## src/rtl/ehl_generic2apb.sv

```systemverilog
// APB initiator: turns a single-outstanding generic register request into one
// APB transfer, returning read data, slave error and a wait-state timeout flag.
module ehl_generic2apb #(
    parameter int DATA_WIDTH = 32,
    parameter int ADR_WIDTH  = 6,
    parameter int TIMEOUT    = 16
) (
    input  logic                  pclk,
    input  logic                  presetn,
    input  logic                  req,
    input  logic                  we,
    input  logic [ADR_WIDTH-1:0]  adr,
    input  logic [DATA_WIDTH-1:0] wdata,
    output logic                  ready,
    output logic                  done,
    output logic [DATA_WIDTH-1:0] rdata,
    output logic                  err,
    output logic                  tout,
    output logic [ADR_WIDTH-1:0]  paddr,
    output logic                  pwrite,
    output logic                  psel,
    output logic                  penable,
    output logic [DATA_WIDTH-1:0] pwdata,
    input  logic                  pready,
    input  logic                  pslverr,
    input  logic [DATA_WIDTH-1:0] prdata
);

    typedef enum logic [1:0] {
        IDLE   = 2'd0,
        SETUP  = 2'd1,
        ACCESS = 2'd2
    } state_t;

    localparam logic [16:0] LIMIT = 17'(TIMEOUT);

    state_t                  state, state_d;
    logic [15:0]             wait_cnt, wait_cnt_d;
    logic [16:0]             wait_next;
    logic                    limit_hit;
    logic                    done_d, err_d, tout_d, pwrite_d;
    logic [DATA_WIDTH-1:0]   rdata_d, pwdata_d;
    logic [ADR_WIDTH-1:0]    paddr_d;

    // The count includes the current stalled cycle, so TIMEOUT=N aborts on the N-th stall.
    assign wait_next = {1'b0, wait_cnt} + 17'd1;
    assign limit_hit = (TIMEOUT != 0) && (wait_next >= LIMIT);

    always_comb begin
        state_d    = state;
        wait_cnt_d = wait_cnt;
        done_d     = 1'b0;
        err_d      = err;
        tout_d     = tout;
        rdata_d    = rdata;
        paddr_d    = paddr;
        pwrite_d   = pwrite;
        pwdata_d   = pwdata;
        unique case (state)
            IDLE: begin
                if (req) begin
                    state_d    = SETUP;
                    wait_cnt_d = '0;
                    paddr_d    = adr;
                    pwrite_d   = we;
                    pwdata_d   = wdata;
                end
            end
            SETUP: state_d = ACCESS;
            ACCESS: begin
                if (pready) begin
                    state_d = IDLE;
                    done_d  = 1'b1;
                    err_d   = pslverr;
                    tout_d  = 1'b0;
                    if (!pwrite) rdata_d = prdata;
                end else begin
                    wait_cnt_d = (wait_cnt == 16'hFFFF) ? wait_cnt : wait_next[15:0];
                    if (limit_hit) begin
                        state_d = IDLE;
                        done_d  = 1'b1;
                        err_d   = 1'b1;
                        tout_d  = 1'b1;
                        if (!pwrite) rdata_d = '0;
                    end
                end
            end
            default: state_d = IDLE;
        endcase
    end

    always_ff @(posedge pclk or negedge presetn) begin
        if (!presetn) begin
            state    <= IDLE;
            wait_cnt <= '0;
            ready    <= 1'b1;
            done     <= 1'b0;
            rdata    <= '0;
            err      <= 1'b0;
            tout     <= 1'b0;
            paddr    <= '0;
            pwrite   <= 1'b0;
            psel     <= 1'b0;
            penable  <= 1'b0;
            pwdata   <= '0;
        end else begin
            state    <= state_d;
            wait_cnt <= wait_cnt_d;
            ready    <= (state_d == IDLE);
            done     <= done_d;
            rdata    <= rdata_d;
            err      <= err_d;
            tout     <= tout_d;
            paddr    <= paddr_d;
            pwrite   <= pwrite_d;
            psel     <= (state_d != IDLE);
            penable  <= (state_d == ACCESS);
            pwdata   <= pwdata_d;
        end
    end

endmodule

```

## config.mk

```make
export PLATFORM = sky130hd
export DESIGN_NAME = ehl_generic2apb
export DESIGN_NICKNAME = d
export VERILOG_FILES = /design/src/rtl/ehl_generic2apb.sv
export SDC_FILE = /design/constraint.sdc
export NUM_CORES = 1
export LEC_CHECK = 0
export CAP_MARGIN = 20
export CORE_ASPECT_RATIO = 1.2
export CORE_MARGIN = 2
export CORE_UTILIZATION = 41
export CTS_CLUSTER_DIAMETER = 40
export DETAILED_ROUTE_END_ITERATION = 8
export GPL_ROUTABILITY_DRIVEN = 0
export PLACE_DENSITY_LB_ADDON = 0.12
export SYNTH_ARGS = -nofsm -noshare
export SYNTH_HDL_FRONTEND = slang
export SYNTH_SLANG_ARGS = --single-unit
```

## constraint.sdc

```tcl
create_clock -name pclk -period 2.45 [get_ports pclk]
set_input_delay 0.735 -clock pclk [delete_from_list [all_inputs] [get_ports pclk]]
set_output_delay 0.735 -clock pclk [all_outputs]
set_load 0.1 [all_outputs]
```

==> key figures <==
CTS
  – CTS clk-pin slew, worst paths: 0.07 ns
  – TritonCTS Buffers: 9
  – Clk buf depth: 2
  – Hold buffer count at cts: 0
  – Total clock sinks: 95
  – Root Buffer: clkbuf_16
  – H-Tree Level Count: 3
  – CTS tree: done
  – Clk Latency, worst-skew pair: 0.34 ns

Min path
  – Worst hold path class: primary input to async pin

Floorplanning
  – Placeable Area: 0.0104 mm²
  – Core Rows: 41
  – Chip height: 117 µm
  – Die W: 98.1 µm
  – IO Pins: 153
  – Die area: 0.0115 mm²
  – Starting Density: 41.8%

Yosys
  – Register area share after synthesis: 54.6%
  – Netlist area before placement: 0.00436 mm²
  – Synth warnings: 0
  – Largest family of logic cells by synthesized area: multiplexers
  – Syn Inst Count: 386
  – Syn Area/Cell: 11.3 µm²
  – Synth Area in Compound Gates: 9.70%
  – Xor/xnor share of the synthesized area: 0.603%
  – Mux cell area share after synthesis: 17.4%
  – Yosys cell types: 49
  – Post-synthesis simple-gate area fraction: 11.5%
  – Post-synth EDFFs: 0
  – Post-synth ARST share: 100%
  – Main flop type after synthesis: dfrtp_1
  – Yosys reg bits: 95
  – Syn nets: 464
  – Synth Area in Adders: 0.574%

Global route
  – Largest net degree at the start of global routing: 45
  – Initial antenna violation count: 0
  – Grt ovf: 0
  – Vias in the first global route: 3,419
  – Total global routing track utilization: 18.6%
  – First-pass GRT wire length: 17,000 µm

Worst setup path
  – Crit-path max cell delay: 0.46 ns
  – Worst Path Max Fanout: 8
  – Crit path max-delay cell type: dfrtp_2
  – Critical-path cell list: and4_4 -> buf_4 -> xnor2_1 -> a31oi_4 -> a2111oi_4 -> a211oi_4 -> buf_6 -> buf_12 -> mux2i_4
  – Worst setup SP type: flip-flop
  – CP delay by family, top: compound AO/OA/AOI/OAI gates
  – Worst path required time: 2.67 ns
  – Worst path buffer plus inverter count: 3
  – Worst path arrival time: 2.61 ns
  – Worst setup EP type: flip-flop
  – Kind of critical path: flip-flop to flip-flop

Cells and area
  – P&R area growth vs syn: 47.6%
  – Diodes inserted: 0
  – Filler Cells Inserted: 865
  – Share of layout cells above drive strength 1: 33.9%
  – Nets: 636

Placement
  – Placement Setup Slack: -0.0556 ns
  – Input/output buffers: 152
  – Detailed placer's ending HPWL: 7770 µm

Drt
  – Routed Antenna Nets: 0
  – Final WL: 11,100 µm
  – Starting DRT DRC Count: 121
  – DRC: 0
  – First-pass DRT Iterations: 6
  – Via count: 3,481
  – Via density: 5.03
  – DR WL/cell: 16.0 µm

STA
  – Final Hold Violating Endpoints: 0
  – Max-slew violations: 0
  – Setup ws final: 0.0671 ns
  – Final setup violation count: 0
  – Max Fclk: 420 MHz
  – Final period utilization: 97.3%
  – Slew @ Worst Pin: 0.505 ns
  – Min Tclk post-route: 2.38 ns
  – Setup Skew: 0.00548 ns
  – Worst slew margin: 66.3%

Outcome
  – Status: finished clean

Job
  – Max Cap Viol: 0
==> metal layers <==
layer / track usage, % / up-vias / part of all wire (%)
li1: - / 1664 / -
met1: 22.3 / 1725 / 40
met2: 32.4 / 82 / 53
met3: 4.75 / 10 / 5.5
met4: 7.50 / 0 / 1.6
met5: 0 / - / 0
==> timing repair <==
action,4_1_cts,5_1_grt
resized for setup,2,20
pin swaps,0,7
endpoints found under the setup margin,4,33
buffers inserted,0,3
gates cloned,0,3
endpoints found under the hold margin,0,0
==> metrics by stage <==
| stage | cell area [µm²] | setup TNS, ns | util, % | hold WS, ns | instances |
|---|---|---|---|---|---|
| 3_5_place_dp | 5950 | -0.370 | 57.1 | 0.497 | 670 |
| 5_1_grt | 6430 | -0.0320 | 61.8 | 0.386 | 692 |
| 4_1_cts | 6250 | 0 | 60.0 | 0.364 | 686 |
| 3_3_place_gp | 5950 | 0 | 57.1 | 0.491 | 670 |
| 6_report | 6430 | 0 | 61.8 | 0.349 | 692 |
| 2_1_floorplan | 4360 | 0 | - | 0.439 | 386 |
==> kinds of logic (layout without fill, tap and decap cells) <==
| logic type | Yosys count | in the layout |
|---|---|---|
| AO/OA/AOI/OAI | 62 | 62 |
| XOR/XNOR | 3 | 3 |
| adder cells (fa/ha/maj) | 2 | 2 |
| buffers and inverters | 56 | 233 |
| flip-flops | 95 | 95 |
| multiplexers | 71 | 71 |
| AND/OR/NAND/NOR | 97 | 97 |
==> cells in the mapped netlist (2+ instances only) <==
library cell | n | area (µm²)
a211o_1 | 2 | 17.5
a21boi_0 | 2 | 15.0
a21oi_1 | 8 | 40.0
a31oi_1 | 4 | 25.0
and2_1 | 3 | 18.8
and3_1 | 5 | 31.3
and4_1 | 2 | 17.5
buf_2 | 4 | 20.0
buf_6 | 4 | 45.0
clkbuf_1 | 15 | 56.3
dfrtp_1 | 94 | 2350
ha_1 | 2 | 25.0
inv_1 | 33 | 124
mux2_2 | 39 | 439
mux2i_1 | 32 | 320
nand2_1 | 47 | 176
nand2b_1 | 2 | 12.5
nand3_1 | 6 | 30.0
nand4_1 | 5 | 31.3
nand4_2 | 2 | 25.0
nor2_1 | 14 | 52.6
nor2b_1 | 2 | 12.5
o21ai_0 | 25 | 125
o31ai_1 | 7 | 52.6
or2_2 | 2 | 12.5
xnor2_1 | 2 | 17.5
==> state kept, by name (all words and copies together), names as in the netlist <==
register	flops
done	1
err	1
paddr	6
penable	1
psel	1
pwdata	32
pwrite	1
rdata	32
ready	1
state	2
tout	1
wait_cnt	16
==> placed cells by master (no fill, tap or decap), drive strengths merged, types with 2 or more instances in the layout <==
master / n
buf: 108
dfrtp: 94
clkdlybuf4s50: 74
nand2: 48
mux2: 39
inv: 33
mux2i: 32
o21ai: 26
nor2: 14
clkbuf: 13
a21oi: 8
o31ai: 7
nand4: 7
nand3: 7
and3: 5
a31oi: 4
and2: 3
clkinvlp: 3
a211oi: 3
nand2b: 2
a211o: 2
xnor2: 2
or2: 2
a21boi: 2
nor2b: 2
and4: 2
ha: 2
==> layout make-up <==
| cell class | count | area, µm² | area share, % |
|---|---|---|---|
| tap | 129 | 161 | 2.51 |
| clock buffer | 11 | 243 | 3.77 |
| clock inverter | 5 | 57.6 | 0.895 |
| timing repair buffer | 184 | 1630 | 25.4 |
| sequential | 95 | 2380 | 37.0 |
| multi-input combinational | 235 | 1830 | 28.5 |
| inverter | 33 | 124 | 1.93 |
==> worst paths after layout <==
kind | start | end | slack, ns | cells past startpoint
min in group pclk | pwdata[8]$_DFFE_PN0P_ | pwdata[8]$_DFFE_PN0P_ | 0.51 | 1
min | presetn | rdata[21]$_DFFE_PN0P_ | 0.35 | 1
max reg2reg | wait_cnt[3]$_DFFE_PN0P_ | rdata[10]$_DFFE_PN0P_ | 0.07 | 9
max | wait_cnt[3]$_DFFE_PN0P_ | rdata[10]$_DFFE_PN0P_ | 0.07 | 9
max in group asynchronous | presetn | ready$_DFF_PN1_ | 1.44 | 2
min reg2reg | pwdata[8]$_DFFE_PN0P_ | pwdata[8]$_DFFE_PN0P_ | 0.51 | 1
==> worst register-to-register path: cells and delay by family (launching register included) <==
family	cells	cell delay (ns)
flip-flops	1	0.46
AND/OR/NAND/NOR	1	0.23
XOR/XNOR	1	0.24
multiplexers	1	0.18
buffers and inverters	3	0.46
AO/OA/AOI/OAI	3	0.70
Power is left out: the tool's default activity adds up to more than one toggle a clock period on the data nets, which glitch-free logic cannot reach.
